`src/rtl/exe_mem_if.sv`:
```
// EXE->MEM pipeline bus: upstream valid/ready with payload, flush, downstream valid/ready
// with payload, and the stall counter.
interface exe_mem_if #(
    parameter int CTRL_W = 3,
    parameter int RW_W   = 5,
    parameter int DATA_W = 32,
    parameter int CNT_W  = 16
);
    logic              in_valid;
    logic              in_ready;
    logic [CTRL_W-1:0] in_ctrl;
    logic [RW_W-1:0]   in_rw;
    logic [DATA_W-1:0] in_result;
    logic [DATA_W-1:0] in_busb;
    logic              flush;
    logic              out_valid;
    logic              out_ready;
    logic [CTRL_W-1:0] out_ctrl;
    logic [RW_W-1:0]   out_rw;
    logic [DATA_W-1:0] out_result;
    logic [DATA_W-1:0] out_busb;
    logic [CNT_W-1:0]  stall_cnt;

    // Stage side
    modport slave (
        input  in_valid, in_ctrl, in_rw, in_result, in_busb, flush, out_ready,
        output in_ready, out_valid, out_ctrl, out_rw, out_result, out_busb, stall_cnt
    );

    // Environment side (EXE producer / MEM consumer)
    modport master (
        output in_valid, in_ctrl, in_rw, in_result, in_busb, flush, out_ready,
        input  in_ready, out_valid, out_ctrl, out_rw, out_result, out_busb, stall_cnt
    );
endinterface

```
`src/rtl/exe_mem_stage.sv`:
```
// Elastic EXE->MEM pipeline register with flush, bubble-gated control and a saturating
// stall counter. Define EXE_MEM_STAGE_SKID_EN for the two-entry skid build (registered in_ready).
module exe_mem_stage #(
    parameter int CTRL_W = 3,
    parameter int RW_W   = 5,
    parameter int DATA_W = 32,
    parameter int CNT_W  = 16
) (
    input  logic      CLK,
    input  logic      reset,
    exe_mem_if.slave  bus
);

    typedef struct packed {
        logic [CTRL_W-1:0] ctrl;
        logic [RW_W-1:0]   rw;
        logic [DATA_W-1:0] result;
        logic [DATA_W-1:0] busb;
    } entry_t;

    entry_t           in_entry;
    entry_t           main_p1;
    logic             vld_p1;
    logic             in_ready;
    logic             accept;
    logic             consume;
    logic [CNT_W-1:0] stall_cnt_q;

    function automatic logic [CNT_W-1:0] sat_inc(input logic [CNT_W-1:0] v);
        return (&v) ? v : v + 1'b1;
    endfunction

    assign in_entry = '{ctrl: bus.in_ctrl, rw: bus.in_rw, result: bus.in_result, busb: bus.in_busb};

    // A flushed input is never taken, even though in_ready is left untouched.
    assign accept  = bus.in_valid && in_ready && !bus.flush;
    assign consume = vld_p1 && bus.out_ready;

`ifdef EXE_MEM_STAGE_SKID_EN
    entry_t skid_p1;
    logic   skid_vld_p1;

    // Ready depends only on the skid flop, so out_ready never reaches in_ready combinationally.
    assign in_ready = reset && !skid_vld_p1;

    always_ff @(posedge CLK or negedge reset) begin
        if (!reset) begin
            vld_p1      <= 1'b0;
            skid_vld_p1 <= 1'b0;
            main_p1     <= '0;
            skid_p1     <= '0;
        end else if (bus.flush) begin
            vld_p1      <= 1'b0;
            skid_vld_p1 <= 1'b0;
        end else if (!vld_p1 || consume) begin
            if (skid_vld_p1) begin
                // Skid full implies in_ready was low, so no input competes for main here.
                main_p1     <= skid_p1;
                vld_p1      <= 1'b1;
                skid_vld_p1 <= 1'b0;
            end else begin
                vld_p1 <= accept;
                if (accept) main_p1 <= in_entry;
            end
        end else if (accept) begin
            skid_p1     <= in_entry;
            skid_vld_p1 <= 1'b1;
        end
    end
`else
    assign in_ready = reset && (bus.out_ready || !vld_p1);

    always_ff @(posedge CLK or negedge reset) begin
        if (!reset) begin
            vld_p1  <= 1'b0;
            main_p1 <= '0;
        end else begin
            if (bus.flush)   vld_p1 <= 1'b0;
            else if (accept) vld_p1 <= 1'b1;
            else if (consume) vld_p1 <= 1'b0;
            if (accept) main_p1 <= in_entry;
        end
    end
`endif

    always_ff @(posedge CLK or negedge reset) begin
        if (!reset)
            stall_cnt_q <= '0;
        else if (bus.in_valid && !in_ready && !bus.flush)
            stall_cnt_q <= sat_inc(stall_cnt_q);
    end

    // Control is gated for bubbles; data outputs simply show the last stored entry.
    assign bus.in_ready   = in_ready;
    assign bus.out_valid  = vld_p1;
    assign bus.out_ctrl   = vld_p1 ? main_p1.ctrl : '0;
    assign bus.out_rw     = main_p1.rw;
    assign bus.out_result = main_p1.result;
    assign bus.out_busb   = main_p1.busb;
    assign bus.stall_cnt  = stall_cnt_q;

endmodule
```
`src/flat_wrapper.sv`:
```
// flat-port wrapper written by rule: the top's interface ports become plain ports
module exe_mem_stage_flat 
#(
    parameter int CTRL_W = 3,
    parameter int RW_W   = 5,
    parameter int DATA_W = 32,
    parameter int CNT_W  = 16
)
  (CLK, reset, bus_in_valid, bus_in_ctrl, bus_in_rw, bus_in_result, bus_in_busb, bus_flush, bus_out_ready, bus_in_ready, bus_out_valid, bus_out_ctrl, bus_out_rw, bus_out_result, bus_out_busb, bus_stall_cnt);
  exe_mem_if #(.CTRL_W(CTRL_W), .RW_W(RW_W), .DATA_W(DATA_W), .CNT_W(CNT_W)) bus_i ();
  input  logic CLK;
  input  logic reset;
  input wire logic [$bits(bus_i.in_valid)-1:0] bus_in_valid;
  input wire logic [$bits(bus_i.in_ctrl)-1:0] bus_in_ctrl;
  input wire logic [$bits(bus_i.in_rw)-1:0] bus_in_rw;
  input wire logic [$bits(bus_i.in_result)-1:0] bus_in_result;
  input wire logic [$bits(bus_i.in_busb)-1:0] bus_in_busb;
  input wire logic [$bits(bus_i.flush)-1:0] bus_flush;
  input wire logic [$bits(bus_i.out_ready)-1:0] bus_out_ready;
  output wire logic [$bits(bus_i.in_ready)-1:0] bus_in_ready;
  output wire logic [$bits(bus_i.out_valid)-1:0] bus_out_valid;
  output wire logic [$bits(bus_i.out_ctrl)-1:0] bus_out_ctrl;
  output wire logic [$bits(bus_i.out_rw)-1:0] bus_out_rw;
  output wire logic [$bits(bus_i.out_result)-1:0] bus_out_result;
  output wire logic [$bits(bus_i.out_busb)-1:0] bus_out_busb;
  output wire logic [$bits(bus_i.stall_cnt)-1:0] bus_stall_cnt;
  assign bus_i.in_valid = bus_in_valid;
  assign bus_i.in_ctrl = bus_in_ctrl;
  assign bus_i.in_rw = bus_in_rw;
  assign bus_i.in_result = bus_in_result;
  assign bus_i.in_busb = bus_in_busb;
  assign bus_i.flush = bus_flush;
  assign bus_i.out_ready = bus_out_ready;
  assign bus_in_ready = bus_i.in_ready;
  assign bus_out_valid = bus_i.out_valid;
  assign bus_out_ctrl = bus_i.out_ctrl;
  assign bus_out_rw = bus_i.out_rw;
  assign bus_out_result = bus_i.out_result;
  assign bus_out_busb = bus_i.out_busb;
  assign bus_stall_cnt = bus_i.stall_cnt;
  exe_mem_stage #(.CTRL_W(CTRL_W), .RW_W(RW_W), .DATA_W(DATA_W), .CNT_W(CNT_W)) u_core (.CLK(CLK), .reset(reset), .bus(bus_i));
endmodule
```
`config.mk`:
```
export PLATFORM = sky130hd
export DESIGN_NAME = exe_mem_stage_flat
export DESIGN_NICKNAME = d
export VERILOG_FILES = /design/src/rtl/exe_mem_if.sv /design/src/rtl/exe_mem_stage.sv /design/src/flat_wrapper.sv
export SDC_FILE = /design/constraint.sdc
export NUM_CORES = 1
export LEC_CHECK = 0
export ABC_AREA = 1
export ABC_CLOCK_PERIOD_IN_PS = 1500
export CORE_UTILIZATION = 45
export DETAILED_ROUTE_END_ITERATION = 12
export PLACE_DENSITY = 0.79
export SYNTH_ARGS = -nofsm -noshare
export SYNTH_HDL_FRONTEND = slang
export SYNTH_SLANG_ARGS = --single-unit
```
`constraint.sdc`:
```
create_clock -name CLK -period 1.5 [get_ports CLK]
set_input_delay 0.3 -clock CLK [delete_from_list [all_inputs] [get_ports CLK]]
set_output_delay 0.3 -clock CLK [all_outputs]
set_load 0.05 [all_outputs]
```
# Word level (Yosys, flattened, before mapping)
# Index checks and enable logic that the tools add are counted.
[totals]
reg_bits = 89
elab_cells = 25
output_inout_bits = 90
inputBits = 77
[op_classes]
reduce_logical = 13
bitwise_logic = 1
n_mux = 4
n_addsub = 1
[ops]
columns = ["cell", "count"]
rows = [
  ["$add A16 B1 Y16 const B", 1],
  ["$reduce_and A16 Y1", 1],
  ["$logic_and A1 B1 Y1", 6],
  ["$logic_not A1 Y1", 3],
  ["$mux W1", 3],
  ["$mux W3", 1],
  ["$reduce_bool A3 Y1", 1],
  ["$reduce_and A2 Y1", 1],
  ["$logic_or A1 B1 Y1", 1],
  ["$not A1 Y1", 1],
]

# Logic depth before layout (Yosys ltp)
[depth]
word_depth = 7
mapped_depth = 9
depth_no_buf = 8

# Least setup slack after synthesis
# Ideal clock, no wire load.
[synth_timing]
path_kind = "reg-to-reg"
start = "register u_core.stall_cnt_q[0] (netlist: u_core.bus.stall_cnt[0])"
end = "register u_core.stall_cnt_q[8] (netlist: u_core.bus.stall_cnt[8])"
synth_period_minus_slack_ns = 1.824
slack_ns = -0.324
arrival_time_ns = 1.706
t_required_ns = 1.382
path_stages_with_launch = 10
path_buffers = 1
setup_time_ns = 0.118
cell_sequence = "dfrtp_1 > ha_1 > nand3_2 > inv_2 > nand2_4 > nor2_4 > nor2_4 > buf_8 > nand2_1 > nand2_1"
[synth_via]
elab_chain_len = 3
word_cells_on_any_way = 4
cone_classes = "add/sub (1); bitwise (1); reduce/logical (2)"
[synth_rtl]
columns = ["item", "line_no", "text"]
rows = [
  ["from (decl)", "exe_mem_stage.sv:27", "logic [CNT_W-1:0] stall_cnt_q;"],
  ["from (signal assigned)", "exe_mem_stage.sv:90", "stall_cnt_q <= sat_inc(stall_cnt_q);"],
  ["parallel branches: the longest is 3 deep, another holds $add A16 B1 Y16", "n/a", ""],
]
# Several ways; the timed one is not identified.
# A chain may end at the register's enable or synchronous reset.

# Worst setup path in the final report
[layout_timing]
start = "register u_core.vld_p1 (netlist: u_core.bus.out_valid)"
end = "output bus_out_ctrl[2]"
[layout_via]
elab_chain_len = 1
[layout_rtl]
columns = ["item", "line_no", "text"]
rows = [
  ["from (decl)", "exe_mem_stage.sv:23", "logic vld_p1;"],
  ["from (signal assigned)", "exe_mem_stage.sv:75", "vld_p1 <= 1'b0;"],
  ["from (signal assigned)", "exe_mem_stage.sv:78", "if (bus.flush) vld_p1 <= 1'b0;"],
  ["from (signal assigned)", "exe_mem_stage.sv:79", "else if (accept) vld_p1 <= 1'b1;"],
  ["$mux W3", "exe_mem_stage.sv:96", "assign bus.out_ctrl = vld_p1 ? main_p1.ctrl : '0;"],
  ["to (decl)", "flat_wrapper.sv:22", "output wire logic [$bits(bus_i.out_ctrl)-1:0] bus_out_ctrl;"],
]
# Every way passes these cells.

==> impl_metrics.xml <==
<?xml version="1.0" encoding="UTF-8"?>
<metrics>
  <group name="sta">
    <metric name="final-setup-viol-count" unit="">0</metric>
    <metric name="final.setup.tns" unit="ns">0</metric>
    <metric name="finalCritPeriodShare" unit="">0.969</metric>
    <metric name="hold-worst-slack" unit="ns">0.277</metric>
    <metric name="highest_achievable_clock_rate" unit="MHz">688</metric>
    <metric name="finalHoldViolCount" unit="">0</metric>
    <metric name="final_critical_path_setup_slack" unit="ns">0.0463</metric>
    <metric name="final_max_slew_viol_count" unit="">0</metric>
    <metric name="layout_min_cycle_time" unit="ns">1.45</metric>
    <metric name="tightest_slew" unit="ns">1.10</metric>
    <metric name="timing.slew.headroom" unit="">0.269</metric>
    <metric name="rsz_0062_raised_after_global_routing" unit="">yes</metric>
    <metric name="worst_clock_skew" unit="ns">0.0143</metric>
  </group>
  <group name="critical_path">
    <metric name="rr_endpoint" unit="">u_core.bus.stall_cnt[11]</metric>
    <metric name="crit_path_end" unit="">bus_out_ctrl[2]</metric>
    <metric name="timing.critical_path.cells" unit="">buf_6 -&gt; nand2_4 -&gt; inv_4 -&gt; buf_12</metric>
    <metric name="r2r_start" unit="">u_core.bus.stall_cnt[8]</metric>
    <metric name="crit_fanout" unit="">4</metric>
    <metric name="startpoint_type" unit="">register</metric>
    <metric name="worst_setup_end_kind" unit="">primary output</metric>
    <metric name="cp_slowest_cell" unit="">sky130_fd_sc_hd__dfrtp_2</metric>
    <metric name="rrSetupSlack" unit="ns">0.06</metric>
    <metric name="cp.arrival" unit="ns">1.15</metric>
    <metric name="worstSetupStartpoint" unit="">u_core.bus.out_valid</metric>
    <metric name="critPathMaxStageDelay" unit="ns">0.43</metric>
    <metric name="worst-setup-path-type" unit="">register to primary output</metric>
    <metric name="critical_path_required" unit="ns">1.20</metric>
    <metric name="timing.reg2reg.worst_path_depth" unit="">8</metric>
  </group>
  <group name="cts">
    <metric name="clock_tree.htree_level_count" unit="">3</metric>
    <metric name="cts.path.max_buffers" unit="">2</metric>
    <metric name="clkLatencyLatePin" unit="ns">0.36</metric>
    <metric name="cts_root_buf" unit="">sky130_fd_sc_hd__clkbuf_8</metric>
    <metric name="clock_sinks" unit="">89</metric>
    <metric name="cts_tree" unit="">yes</metric>
    <metric name="clk_pin_slew_worst_paths" unit="ns">0.09</metric>
    <metric name="cts_buffers" unit="">9</metric>
  </group>
  <group name="die">
    <metric name="die_h" unit="um">102</metric>
    <metric name="core-area" unit="um2">9420</metric>
    <metric name="top_level_ports" unit="">167</metric>
    <metric name="floorplan.rows" unit="">35</metric>
    <metric name="starting_density_of_the_core" unit="">0.474</metric>
    <metric name="chipWidth" unit="um">102</metric>
    <metric name="fp.dieArea" unit="um2">10300</metric>
  </group>
  <group name="run_status">
    <metric name="run_status" unit="">finished, final reports clean</metric>
  </group>
  <group name="layout">
    <metric name="insertedDiodeCount" unit="">0</metric>
    <metric name="layout.nets" unit="">740</metric>
    <metric name="area_growth" unit="%">61.4</metric>
    <metric name="multi_input_area" unit="um2">1590</metric>
    <metric name="fraction_of_layout_cells_with_a_size_suffix_above_1" unit="">0.282</metric>
    <metric name="fill_cells" unit="">601</metric>
    <metric name="utilization" unit="">0.765</metric>
    <metric name="layoutNonFillerInstCount" unit="">796</metric>
    <metric name="fin_area" unit="um2">7200</metric>
    <metric name="regArea" unit="um2">2250</metric>
  </group>
  <group name="grt">
    <metric name="first_global_vias" unit="">3889</metric>
    <metric name="antenna_found_initial" unit="">0</metric>
    <metric name="grt.overflow.total" unit="">0</metric>
    <metric name="pin_count_of_the_biggest_net_entering_global_routing" unit="">90</metric>
    <metric name="global_route.usage.total" unit="">0.247</metric>
    <metric name="grt_first_pass_wirelength" unit="um">19600</metric>
  </group>
  <group name="worst_hold_path">
    <metric name="hold_path.class" unit="">input port to asynchronous set/reset pin</metric>
  </group>
  <group name="placement">
    <metric name="port_buffers" unit="">166</metric>
    <metric name="rd_place_congestion" unit="">0.914</metric>
    <metric name="place_worst_setup_slack" unit="ns">-0.199</metric>
    <metric name="final_hpwl_from_detailed_placement" unit="um">9080</metric>
    <metric name="placed_instance_area" unit="um2">6780</metric>
    <metric name="dp.cells" unit="">758</metric>
  </group>
  <group name="drt">
    <metric name="firstDrtPassIters" unit="">5</metric>
    <metric name="wirelength" unit="um">12700</metric>
    <metric name="route.antenna.remaining_nets" unit="">0</metric>
    <metric name="remaining_drc_errors" unit="">0</metric>
    <metric name="initialDrtViolationCount" unit="">207</metric>
    <metric name="detail_route.wl_per_cell" unit="um">15.9</metric>
    <metric name="num_vias" unit="">4035</metric>
    <metric name="via_per_inst" unit="">5.07</metric>
  </group>
  <group name="logic_synthesis">
    <metric name="synthesized_cell_area" unit="um2">4460</metric>
    <metric name="synth.yosys.seq_area_share" unit="">0.499</metric>
    <metric name="ys.warnings.count" unit="">0</metric>
    <metric name="avg_inst_size_synth" unit="um2">8.25</metric>
    <metric name="syn_inst" unit="">541</metric>
    <metric name="synth_cell_types" unit="">23</metric>
    <metric name="yosys_register_bits" unit="">89</metric>
    <metric name="synthesis.nets" unit="">619</metric>
  </group>
  <group name="flow_run">
    <metric name="max_cap_viol_count" unit="">0</metric>
  </group>
  <group name="power_and_ir_drop">
    <metric name="power.total" unit="mW">9.48</metric>
    <metric name="worst_ir_drop_vdd" unit="mV">0.920</metric>
    <metric name="power_density" unit="nW/um2">1320</metric>
    <metric name="power.static_leakage" unit="nW">3.43</metric>
  </group>
</metrics>
critical path, delay by kind of cell (launching register included):
family | cells | cell delay [ns]
buffers and inverters | 3 | 0.32
DFF | 1 | 0.43
and+or+nand+nor | 1 | 0.06
how the worst min path moves through the flow:
stage | startpoint | end | slack (ns) | depth (start not counted)
floorplan | reset | u_core.bus.out_busb[0] | 0.004 | 0
global placement | u_core.main_p1[71] | u_core.main_p1[71] | 0.46 | 2
detailed placement | u_core.main_p1[71] | u_core.main_p1[71] | 0.48 | 2
CTS | reset | u_core.main_p1[69] | 0.31 | 2
global route | reset | u_core.bus.stall_cnt[12] | 0.36 | 2
finish | reset | u_core.bus.stall_cnt[4] | 0.28 | 2
layout make-up:
type                    count  share of cell area
clock buffers              12              0.0202
inverters                  19              0.0109
flip-flops and latches     89               0.312
clock inverters             4              0.0108
well taps                 129              0.0224
repair buffers            203               0.403
multi-input cells         340               0.220
cell usage after synthesis:
cell type | count | area, um2
sky130_fd_sc_hd__nand4_1 | 6 | 37.5
sky130_fd_sc_hd__buf_8 | 1 | 15.0
sky130_fd_sc_hd__xor2_1 | 2 | 17.5
sky130_fd_sc_hd__buf_4 | 69 | 518
sky130_fd_sc_hd__nor2_1 | 17 | 63.8
sky130_fd_sc_hd__nand2_2 | 2 | 12.5
sky130_fd_sc_hd__nand2_1 | 210 | 788
sky130_fd_sc_hd__nand3_1 | 80 | 400
sky130_fd_sc_hd__o21ai_2 | 4 | 35.0
sky130_fd_sc_hd__nand3_2 | 1 | 10.0
sky130_fd_sc_hd__ha_1 | 1 | 12.5
sky130_fd_sc_hd__nor2_4 | 3 | 33.8
sky130_fd_sc_hd__clkbuf_1 | 5 | 18.8
sky130_fd_sc_hd__buf_1 | 1 | 3.75
sky130_fd_sc_hd__dfrtp_1 | 89 | 2230
sky130_fd_sc_hd__o21ai_0 | 7 | 35.0
sky130_fd_sc_hd__o21bai_4 | 1 | 18.8
sky130_fd_sc_hd__buf_6 | 1 | 11.3
sky130_fd_sc_hd__inv_1 | 18 | 67.6
sky130_fd_sc_hd__inv_2 | 1 | 3.75
sky130_fd_sc_hd__nand2_4 | 1 | 11.3
sky130_fd_sc_hd__buf_2 | 17 | 85.1
sky130_fd_sc_hd__xnor2_1 | 4 | 35.0
logic make-up after synthesis:
| group | count (synthesis) | share of synthesized area |
|---|---|---|
| buf+inv | 113 | 0.162 |
| compound gates | 12 | 0.0199 |
| xor+xnor | 6 | 0.0118 |
| flops | 89 | 0.499 |
| simple gates | 320 | 0.304 |
| fa+ha+maj | 1 | 0.00280 |
registers in the layout (all words and copies together), names as in the netlist:
signal / flops
u_core.main_p1: 3
u_core.bus.out_valid: 1
u_core.bus.stall_cnt: 16
u_core.bus.out_result: 32
u_core.bus.out_busb: 32
u_core.bus.out_rw: 5
what timing repair did:
item	in CTS	in global routing
pin swaps	1	2
endpoints found under the setup margin	2	24
hold buffers	0	0
setup buffers	10	12
gates cloned	0	1
gates resized for setup	3	18
report_power, final:
part,switching (mW),internal (mW)
clock network,0.854,0.993
registers,0.520,2.82
logic,2.23,2.06
routing by layer:
layer / wire length (um) / GRT usage / share of wire / vias to the layer above
li1: - / - / - / 1885
met1: 4830 / 0.300 / 0.38 / 1931
met2: 6600 / 0.425 / 0.52 / 193
met3: 1020 / 0.0587 / 0.081 / 26
met4: 226 / 0.0914 / 0.018 / 0
met5: 0 / 0 / 0 / -
cells in the final DEF, fill, tap and decap left out, drive strengths merged, types with 2 or more instances in the layout:
master	Yosys	layout
clkinv	0	2
buf	89	128
xnor2	4	4
dfrtp	89	89
nand2	213	213
o21bai	1	2
nor2	20	20
bufinv	0	2
xor2	2	2
o21ai	11	11
clkbuf	5	12
nand3	81	81
nand4	6	6
inv	19	19
clkdlybuf4s50	0	74
Note: power is estimated with default switching activity, not from simulation.
